===== src/rtl/register_bank_if.sv =====
// register_bank_if: read ports, two-slot writeback request and PC signals between
// decode/execute (master) and the register bank (slave).
interface register_bank_if #(
    parameter int DATA_W = 32
);
    logic [3:0]        Rn, Rm, Rs;
    logic [DATA_W-1:0] rn_data, rm_data, rs_data;
    logic              wb_valid, wb_ready;
    logic              wb_en0, wb_en1;
    logic [3:0]        wb_addr0, wb_addr1;
    logic [DATA_W-1:0] wb_data0, wb_data1;
    logic              pc_inc;
    logic [DATA_W-1:0] pc;
    logic              busy;

    modport master (
        output Rn, Rm, Rs, wb_valid, wb_en0, wb_addr0, wb_data0, wb_en1, wb_addr1, wb_data1, pc_inc,
        input  rn_data, rm_data, rs_data, wb_ready, pc, busy
    );

    modport slave (
        input  Rn, Rm, Rs, wb_valid, wb_en0, wb_addr0, wb_data0, wb_en1, wb_addr1, wb_data1, pc_inc,
        output rn_data, rm_data, rs_data, wb_ready, pc, busy
    );
endinterface


===== src/rtl/register_bank.sv =====
// register_bank: ARM 16x32 register file (R15 = auto-incrementing PC), three async read ports, two-slot writeback.
// Optional REGFILE_BYPASS_EN: reads matching the pending slot return the pending data.
module register_bank #(
    parameter int                DATA_W   = 32,
    parameter logic [DATA_W-1:0] PC_RESET = '0,
    parameter logic [DATA_W-1:0] PC_STEP  = DATA_W'(4)
) (
    input logic clk,
    input logic rst_n,
    register_bank_if.slave bus
);
    typedef enum logic {IDLE, PEND} state_t;

    localparam logic [DATA_W-1:0] PC_OFF = PC_STEP << 1;

    state_t            state_q;
    logic [DATA_W-1:0] regs_q [15];
    logic [DATA_W-1:0] pc_q;
    logic [3:0]        pend_addr_q;
    logic [DATA_W-1:0] pend_data_q;

    logic              accept;
    logic              wr_en;
    logic [3:0]        wr_addr;
    logic [DATA_W-1:0] wr_raw, wr_data;
    logic [DATA_W-1:0] view [16];

    assign accept = bus.wb_valid && state_q == IDLE;

    // A pending slot-1 commit always owns the write port; otherwise slot 0 beats slot 1.
    always_comb begin
        wr_en   = state_q == PEND || (accept && (bus.wb_en0 || bus.wb_en1));
        wr_addr = state_q == PEND ? pend_addr_q : bus.wb_en0 ? bus.wb_addr0 : bus.wb_addr1;
        wr_raw  = state_q == PEND ? pend_data_q : bus.wb_en0 ? bus.wb_data0 : bus.wb_data1;
        wr_data = wr_addr == 4'd15 ? {wr_raw[DATA_W-1:2], 2'b00} : wr_raw;
    end

    always_comb begin
        for (int i = 0; i < 15; i++) view[i] = regs_q[i];
        view[15] = pc_q + PC_OFF;
`ifdef REGFILE_BYPASS_EN
        if (state_q == PEND) view[pend_addr_q] = pend_addr_q == 4'd15 ? pend_data_q + PC_OFF : pend_data_q;
`endif
    end

    assign bus.rn_data  = view[bus.Rn];
    assign bus.rm_data  = view[bus.Rm];
    assign bus.rs_data  = view[bus.Rs];
    assign bus.pc       = pc_q;
    assign bus.wb_ready = state_q == IDLE;
    assign bus.busy     = state_q == PEND;

    always_ff @(posedge clk or negedge rst_n) begin
        if (!rst_n) begin
            state_q     <= IDLE;
            pc_q        <= PC_RESET;
            pend_addr_q <= '0;
            pend_data_q <= '0;
            for (int i = 0; i < 15; i++) regs_q[i] <= '0;
        end else begin
            if (wr_en && wr_addr == 4'd15) pc_q <= wr_data;
            else if (bus.pc_inc) pc_q <= pc_q + PC_STEP;
            if (wr_en && wr_addr != 4'd15) regs_q[wr_addr] <= wr_data;
            if (state_q == PEND) begin
                state_q <= IDLE;
            end else if (accept && bus.wb_en0 && bus.wb_en1) begin
                state_q     <= PEND;
                pend_addr_q <= bus.wb_addr1;
                pend_data_q <= bus.wb_addr1 == 4'd15 ? {bus.wb_data1[DATA_W-1:2], 2'b00} : bus.wb_data1;
            end
        end
    end
endmodule


===== src/flat_wrapper.sv =====
// flat-port wrapper written by rule: the top's interface ports become plain ports
module register_bank_flat 
#(
    parameter int                DATA_W   = 32,
    parameter logic [DATA_W-1:0] PC_RESET = '0,
    parameter logic [DATA_W-1:0] PC_STEP  = DATA_W'(4)
)
  (clk, rst_n, bus_Rn, bus_Rm, bus_Rs, bus_wb_valid, bus_wb_en0, bus_wb_addr0, bus_wb_data0, bus_wb_en1, bus_wb_addr1, bus_wb_data1, bus_pc_inc, bus_rn_data, bus_rm_data, bus_rs_data, bus_wb_ready, bus_pc, bus_busy);
  register_bank_if #(.DATA_W(DATA_W)) bus_i ();
  input logic clk;
  input logic rst_n;
  input wire logic [$bits(bus_i.Rn)-1:0] bus_Rn;
  input wire logic [$bits(bus_i.Rm)-1:0] bus_Rm;
  input wire logic [$bits(bus_i.Rs)-1:0] bus_Rs;
  input wire logic [$bits(bus_i.wb_valid)-1:0] bus_wb_valid;
  input wire logic [$bits(bus_i.wb_en0)-1:0] bus_wb_en0;
  input wire logic [$bits(bus_i.wb_addr0)-1:0] bus_wb_addr0;
  input wire logic [$bits(bus_i.wb_data0)-1:0] bus_wb_data0;
  input wire logic [$bits(bus_i.wb_en1)-1:0] bus_wb_en1;
  input wire logic [$bits(bus_i.wb_addr1)-1:0] bus_wb_addr1;
  input wire logic [$bits(bus_i.wb_data1)-1:0] bus_wb_data1;
  input wire logic [$bits(bus_i.pc_inc)-1:0] bus_pc_inc;
  output wire logic [$bits(bus_i.rn_data)-1:0] bus_rn_data;
  output wire logic [$bits(bus_i.rm_data)-1:0] bus_rm_data;
  output wire logic [$bits(bus_i.rs_data)-1:0] bus_rs_data;
  output wire logic [$bits(bus_i.wb_ready)-1:0] bus_wb_ready;
  output wire logic [$bits(bus_i.pc)-1:0] bus_pc;
  output wire logic [$bits(bus_i.busy)-1:0] bus_busy;
  assign bus_i.Rn = bus_Rn;
  assign bus_i.Rm = bus_Rm;
  assign bus_i.Rs = bus_Rs;
  assign bus_i.wb_valid = bus_wb_valid;
  assign bus_i.wb_en0 = bus_wb_en0;
  assign bus_i.wb_addr0 = bus_wb_addr0;
  assign bus_i.wb_data0 = bus_wb_data0;
  assign bus_i.wb_en1 = bus_wb_en1;
  assign bus_i.wb_addr1 = bus_wb_addr1;
  assign bus_i.wb_data1 = bus_wb_data1;
  assign bus_i.pc_inc = bus_pc_inc;
  assign bus_rn_data = bus_i.rn_data;
  assign bus_rm_data = bus_i.rm_data;
  assign bus_rs_data = bus_i.rs_data;
  assign bus_wb_ready = bus_i.wb_ready;
  assign bus_pc = bus_i.pc;
  assign bus_busy = bus_i.busy;
  register_bank #(.DATA_W(DATA_W), .PC_RESET(PC_RESET), .PC_STEP(PC_STEP)) u_core (.clk(clk), .rst_n(rst_n), .bus(bus_i));
endmodule

===== config.mk =====
export PLATFORM = sky130hd
export DESIGN_NAME = register_bank_flat
export DESIGN_NICKNAME = d
export VERILOG_FILES = /design/src/rtl/register_bank_if.sv /design/src/rtl/register_bank.sv /design/src/flat_wrapper.sv
export SDC_FILE = /design/constraint.sdc
export NUM_CORES = 1
export LEC_CHECK = 0
export BUFFER_PORTS_ARGS = -buffer_cell sky130_fd_sc_hd__buf_2
export CAP_MARGIN = 20
export CORE_MARGIN = 4
export CORE_UTILIZATION = 55
export CTS_CLUSTER_DIAMETER = 40
export DETAILED_ROUTE_END_ITERATION = 6
export PLACE_DENSITY = 0.73
export RECOVER_POWER = 100
export SETUP_SLACK_MARGIN = 0.05
export SLEW_MARGIN = 20
export SYNTH_ARGS = -nofsm -noshare
export SYNTH_HDL_FRONTEND = slang
export SYNTH_SLANG_ARGS = --single-unit

===== constraint.sdc =====
create_clock -name clk -period 3.05 [get_ports clk]
set_input_delay 0.1525 -clock clk [delete_from_list [all_inputs] [get_ports clk]]
set_output_delay 0.1525 -clock clk [all_outputs]
set_load 0.01 [all_outputs]

==> impl_metrics.toml, run 1 <==
[clocking]
cts_tree = "done"
clk_pin_slew_worst_paths_ns = 0.06
cts.sinks = 549
h-tree-depth = 3
cts-root-buf = "clkbuf_16"
cts_buffers = 98
clk_path_buf_depth = 3
clock_latency_ns = 0.66

[status]
violations = "capacitance limit, slew limit, setup timing"
run_status = "finished with violations"

[power]
p_sw_share_pct = 32.61
vdd_drop_max_uv = 525.0
internal_power_w = 0.02571
p_leak_nw = 18.46
seqPwrFrac_pct = 34.4
powerDensity_nw_per_um2 = 885.9
p_total_w = 0.03815
combinationalPowerShare_pct = 33.2
pwr-share-clk_pct = 32.3
p_switching_w = 0.01244

[yosys]
yosys_warnings = 0
synthDistinctLibCells = 66
yosys-top-cells-area = "dfrtp_1 39%, mux4_2 22%, mux2_2 14%"
ys_async_sr_fraction_pct = 100.0
synth_nets = 2818
synth.avg_cell_area_um2 = 12.89
synth_top_area_cell = "dfrtp_1"
synth-seq-cells = 549
synthFlopType = "dfrtp_1"
syn_inst = 2726
synth-edff-count = 0
synth.most_common_cell = "dfrtp_1"
synth_area_um2 = 35150
synth_top_area_share_pct = 39.08
synthTopCellsByCount = "549 x dfrtp_1, 447 x mux2_2, 342 x mux4_2"
ys_seq_area_share_pct = 39.08

[setup_path]
cp-end-kind = "primary output"
r2r_cells = 10
r2r_slack_ns = 0.22
path_class = "flip-flop to primary output"
rr_endpoint = "u_core.bus.pc[31]"
max_stage_delay_ns = 0.61
crit_end = "bus_rs_data[17]"
critical_path.top_delay_family = "simple AND/OR/NAND/NOR gates"
cp_slowest_cell = "or4_4"
start_kind = "flip-flop"
path_max_fanout = 5
path_common_cell = "buf_6"
cp_data_required_time_ns = 2.90
path_cells = "nand4_1, buf_6, or4_4, xnor2_4, buf_6, a21oi_2, a211oi_2, buf_4, buf_6"
startpoint = "u_core.bus.pc[6]"
cp.depth = 9
cp_num_buf_inv = 4
arrival_ns = 3.02
r2r_start = "u_core.bus.pc[6]"

[sta]
finalHoldViolCount = 0
period_needed_ns = 3.176
setup_ws_ns = -0.1265
final-max-slew-violation-count = 79
finalSetupViolCount = 20
fin_hold_ws_ns = 0.1750
tightest_slew_ns = 2.235
fin_crit_sh_pct = 104.1
rsz0062_at_grt = "true"
fin_setup_tns_ns = -1.248
slew_headroom_pct = -48.99
finClkSkew_ns = 0.02535
max_freq_ghz = 0.3148

[floorplan]
die_w_um = 260.8
row_count = 92
die_h_um = 260.8
start_util_pct = 55.62
die_area_um2 = 68020
boundaryPins = 220
coreArea_um2 = 63200

[cells_and_area]
nets = 3151
syn_to_final_growth_pct = 22.52
n_fill_cell = 4296
antenna_cells = 0
drive_gt1_share_pct = 51.10

[routing]
viasPerCell = 7.075
vias = 28210
totalWireLength_um = 123400
ant_nets = 0
drc = 0
first_pass_iters = 7
drt_iter0_markers = 3988
wl_per_cell_um = 30.96

[global_routing]
antenna_found_initial = 7
grt_usage_pct = 35.98
grt_overflow_total = 0
grt_pass1_vias = 28660
grt_max_degree = 97
grt_pass1_wl_um = 183600

[placement]
hpwl_um = 78880
portBuffers = 219
gp_congestion = 0.9543

[worst_hold_path]
hold_path.class = "input pin to flip-flop"

[flow_run]
max_cap_viol_count = 1
## final cells by class
type	instances	area, um2	share of cell area (%)
Multi-Input combinational cell	1880	20670	48.00
Sequential cell	549	13750	31.93
Timing Repair Buffer	500	3770	8.754
Clock buffer	117	2624	6.092
Clock inverter	65	1079	2.504
Tap cell	846	1059	2.458
Inverter	30	115.1	0.2673
## placed cells by master (no fill, tap or decap), drive strengths merged, types with 14 or more instances in the layout
cell,synthesis,final
a21oi,55,55
nand4,18,18
nor2,94,94
nor2b,55,55
o221ai,24,24
bufinv,0,22
mux4,342,342
clkinv,1,14
dfrtp,549,549
xor2,28,28
o21ai,128,128
nor4,17,17
dlygate4sd3,0,39
inv,29,53
clkbuf,102,123
nand2,234,234
nand3,19,19
mux2,515,515
xnor2,22,22
a211oi,70,70
mux2i,102,102
buf,165,455
## cell families after synthesis
kind of cell / count (synthesis) / synth area share [%]
DFF: 549 / 39.08
buffers and inverters: 297 / 4.033
AOI/OAI and AO/OA: 378 / 6.977
muxes: 959 / 42.05
xor gates and xnor gates: 50 / 1.246
adders and majority gates: 2 / 0.07118
and+or+nand+nor: 491 / 6.539
## power by group through the flow
stage               Sequential, W  Combinational, W  Clock, W
global route               0.0134            0.0134    0.0128
CTS                        0.0129            0.0123    0.0124
floorplan                  0.0121           0.00865         0
detailed placement         0.0130            0.0118         0
finish                     0.0131            0.0127    0.0123
global placement           0.0125            0.0115         0
## layer usage
| metal | share of wire [%] | track usage, % | vias to the layer above |
|---|---|---|---|
| met4 | 5.5 | 18.16 | 10 |
| met5 | 0.057 | 0 | - |
| met3 | 12 | 9.199 | 523 |
| li1 | - | - | 11160 |
| met2 | 46 | 54.48 | 2069 |
| met1 | 37 | 48.61 | 14450 |
## timing repair
action	in CTS	in global routing
endpoints found under the setup margin	50	53
pin swaps	25	34
buffers inserted	26	24
hold buffers	39	0
gates resized for setup	57	79
cloned	1	0
endpoints found under the hold margin	112	0
## per-stage QoR
stage | utilization, % | instance area, um2 | std cells | setup slack (ns)
6_report | 68.15 | 43070 | 3987 | -0.1265
4_1_cts | 67.26 | 42510 | 3964 | -0.02468
3_3_place_gp | 60.01 | 37920 | 3716 | 0.03555
3_5_place_dp | 60.01 | 37920 | 3716 | 0.06241
2_1_floorplan | - | 35150 | 2726 | 0.6791
5_1_grt | 68.15 | 43070 | 3987 | -0.2120
## worst register-to-register path, stage by stage (launching register included)
cell and delay, ns:
dfrtp_1 0.39, nand4_1 0.20, buf_4 0.20, buf_4 0.13, buf_4 0.13, buf_4 0.12
buf_2 0.16, nor4_1 0.81, nand3_1 0.28, xor2_1 0.20, o21ai_0 0.14
## registers in the layout, summed over array words and instances (netlist names)
register            count
u_core.bus.pc          32
u_core.bus.busy         1
u_core.regs_q         480
u_core.pend_data_q     32
u_core.pend_addr_q      4
## how the worst min path moves through the flow
stage | startpoint | end | slack, ns | depth (start not counted)
final | bus_wb_data0[17] | u_core.regs_q[17] | 0.17 | 5
after global routing | bus_wb_data0[22] | u_core.regs_q[246] | 0.23 | 5
after CTS | rst_n | u_core.pend_data_q[9] | 0.12 | 2
after detailed placement | rst_n | u_core.pend_data_q[9] | 0.21 | 1
after global placement | rst_n | u_core.pend_data_q[9] | 0.20 | 1
after floorplan | rst_n | u_core.bus.busy | -0.14 | 0
Power figures use the tool's default switching activity.
==> run 2, diff against run 1 <==
BUFFER_PORTS_ARGS = -buffer_cell sky130_fd_sc_hd__buf_4   (was -buffer_cell sky130_fd_sc_hd__buf_2)
==> run 2 against run 1 <==
- the flow still finishes with violations (capacitance limit, slew limit, setup timing)
- register-to-register slack gained 0.12 ns
- worst hold slack lost 0.074 ns
- flip-flop and latch count is the same
- die area is the same
- setup slack gained 0.066 ns
- sequential power is essentially flat
- fmax grew 2.1%
- clock skew grew 0.00082 ns
- via count shrank 1.7%
- global-route usage shrank 1.0 points
- first-iteration DRC count shrank 18%
==> impl_metrics.toml, run 2 (synthesis gave the netlist of run 1 again) <==
[status]
run_status = "finished with violations"
violations = "capacitance limit, slew limit, setup timing"

[clocking]
cts_tree = "done"
cts.sinks = 549
h-tree-depth = 3
cts_buffers = 94
clock_latency_ns = 0.65
clk_pin_slew_worst_paths_ns = 0.05
clk_path_buf_depth = 3
cts-root-buf = "clkbuf_16"

[floorplan]
start_util_pct = 55.62
coreArea_um2 = 63200
die_area_um2 = 68020
row_count = 92
die_h_um = 260.8
boundaryPins = 220
die_w_um = 260.8

[global_routing]
grt_overflow_total = 0
grt_max_degree = 88
grt_usage_pct = 34.98
grt_pass1_vias = 28210
antenna_found_initial = 1
grt_pass1_wl_um = 178800

[cells_and_area]
nets = 3105
n_fill_cell = 4343
drive_gt1_share_pct = 49.48
largest_reg_flops = 480
regArea_um2 = 13750
layout_common_cells = "542 x dfrtp_1, 447 x mux2_2, 342 x mux4_2, 339 x buf_4, 228 x nand2_1"
top_register = "u_core.regs_q"
syn_to_final_growth_pct = 22.14
antenna_cells = 0
final_cells = 3936
final_common_cell = "dfrtp_1"
multiInputGateArea_um2 = 20610
final_cell_area_um2 = 42930

[routing]
vias = 27730
ant_nets = 0
first_pass_iters = 6
drc = 0
viasPerCell = 7.045
wl_per_cell_um = 30.58
drt_iter0_markers = 3277
totalWireLength_um = 120300

[setup_path]
cp-end-kind = "primary output"
start_kind = "flip-flop"
cp_data_required_time_ns = 2.90
arrival_ns = 2.96
path_max_fanout = 5
path_class = "flip-flop to primary output"
r2r_cells = 6

[worst_hold_path]
whs_path_depth = 3
hold_path.class = "input pin to flip-flop"

[placement]
dpl.cell_count = 3687
gp_congestion = 0.9843
portBuffers = 219
placed_area_um2 = 38400
hpwl_um = 76000

[power]
p_total_w = 0.03720
vdd_drop_max_uv = 546.8
p_leak_nw = 18.20
powerDensity_nw_per_um2 = 866.4

[sta]
finalHoldViolCount = 0
setup_ws_ns = -0.06053
finClkSkew_ns = 0.02618
period_needed_ns = 3.111
finalSetupViolCount = 11
slew_headroom_pct = -53.23
tightest_slew_ns = 2.298
max_freq_ghz = 0.3215
fin_crit_sh_pct = 102.0
final-max-slew-violation-count = 68
rsz0062_at_grt = "true"

[flow_run]
max_cap_viol_count = 1
-- run 2: cell count changes in the layout (fill, tap and decap cells not counted), sizes merged --
cell / change
clkinv: +10
clkbuf: +13
inv: -12
clkinvlp: +6
buf: -58
bufinv: -10
-- run 2: final timing paths --
kind | startpoint | endpoint | slack [ns]
min in group asynchronous | rst_n | u_core.pend_data_q[2] | 0.71
worst max register to register | u_core.bus.busy | u_core.regs_q[141] | 0.34
worst min-delay path | bus_wb_valid | u_core.bus.busy | 0.10
worst max-delay path | u_core.bus.pc[11] | bus_rn_data[30] | -0.06
worst min register to register | u_core.pend_data_q[15] | u_core.pend_data_q[15] | 0.47
max in group asynchronous | rst_n | u_core.regs_q[477] | 0.41
-- run 2: metrics by stage --
stage                     hold slack [ns]  setup slack [ns]  TNS (ns)  util (%)
after global routing               0.1377          -0.08373   -0.8028     67.94
final                              0.1013          -0.06053   -0.3026     67.94
after floorplan                   -0.1431            0.6791         0         -
after detailed placement           0.1882            0.2554         0     60.76
after global placement             0.1783            0.2818         0     60.72
after CTS                         0.07420           0.03205         0     67.29
-- run 2: metal layers --
layer / global-route usage, % / part of all wire (%)
met3: 9.626 / 12
met5: 0 / 0.011
met1: 47.62 / 37
met2: 53.31 / 46
met4: 15.15 / 4.9
-- run 2: area by class of cell --
cell class | count | share of cell area (%)
Tap cell | 846 | 2.466
Clock buffer | 114 | 5.960
Inverter | 30 | 0.2681
Clock inverter | 59 | 1.819
Sequential cell | 549 | 32.02
Timing Repair Buffer | 458 | 9.469
Multi-Input combinational cell | 1880 | 48.00
-- run 2: what timing repair did --
| action | 4_1_cts | 5_1_grt |
|---|---|---|
| endpoints found under the hold margin | 99 | 0 |
| endpoints found under the setup margin | 57 | 54 |
| setup buffers | 16 | 21 |
| gates resized for setup | 51 | 59 |
| hold buffers | 39 | 0 |
| pin swaps | 20 | 21 |
-- run 2: power breakdown --
part           internal (W)  switching [W]
combinational       0.00765        0.00524
sequential           0.0102        0.00302
clock               0.00708        0.00404
total                0.0249         0.0123
-- run 2: worst max-delay path, stage by stage, from the launching register on --
cell and delay (ns):
dfrtp_1 0.52, nand4_1 0.16, buf_4 0.20, nor4_4 0.27
buf_4 0.18, buf_12 0.11, nand2_1 0.08, xor2_1 0.19
a21boi_0 0.38, buf_4 0.20
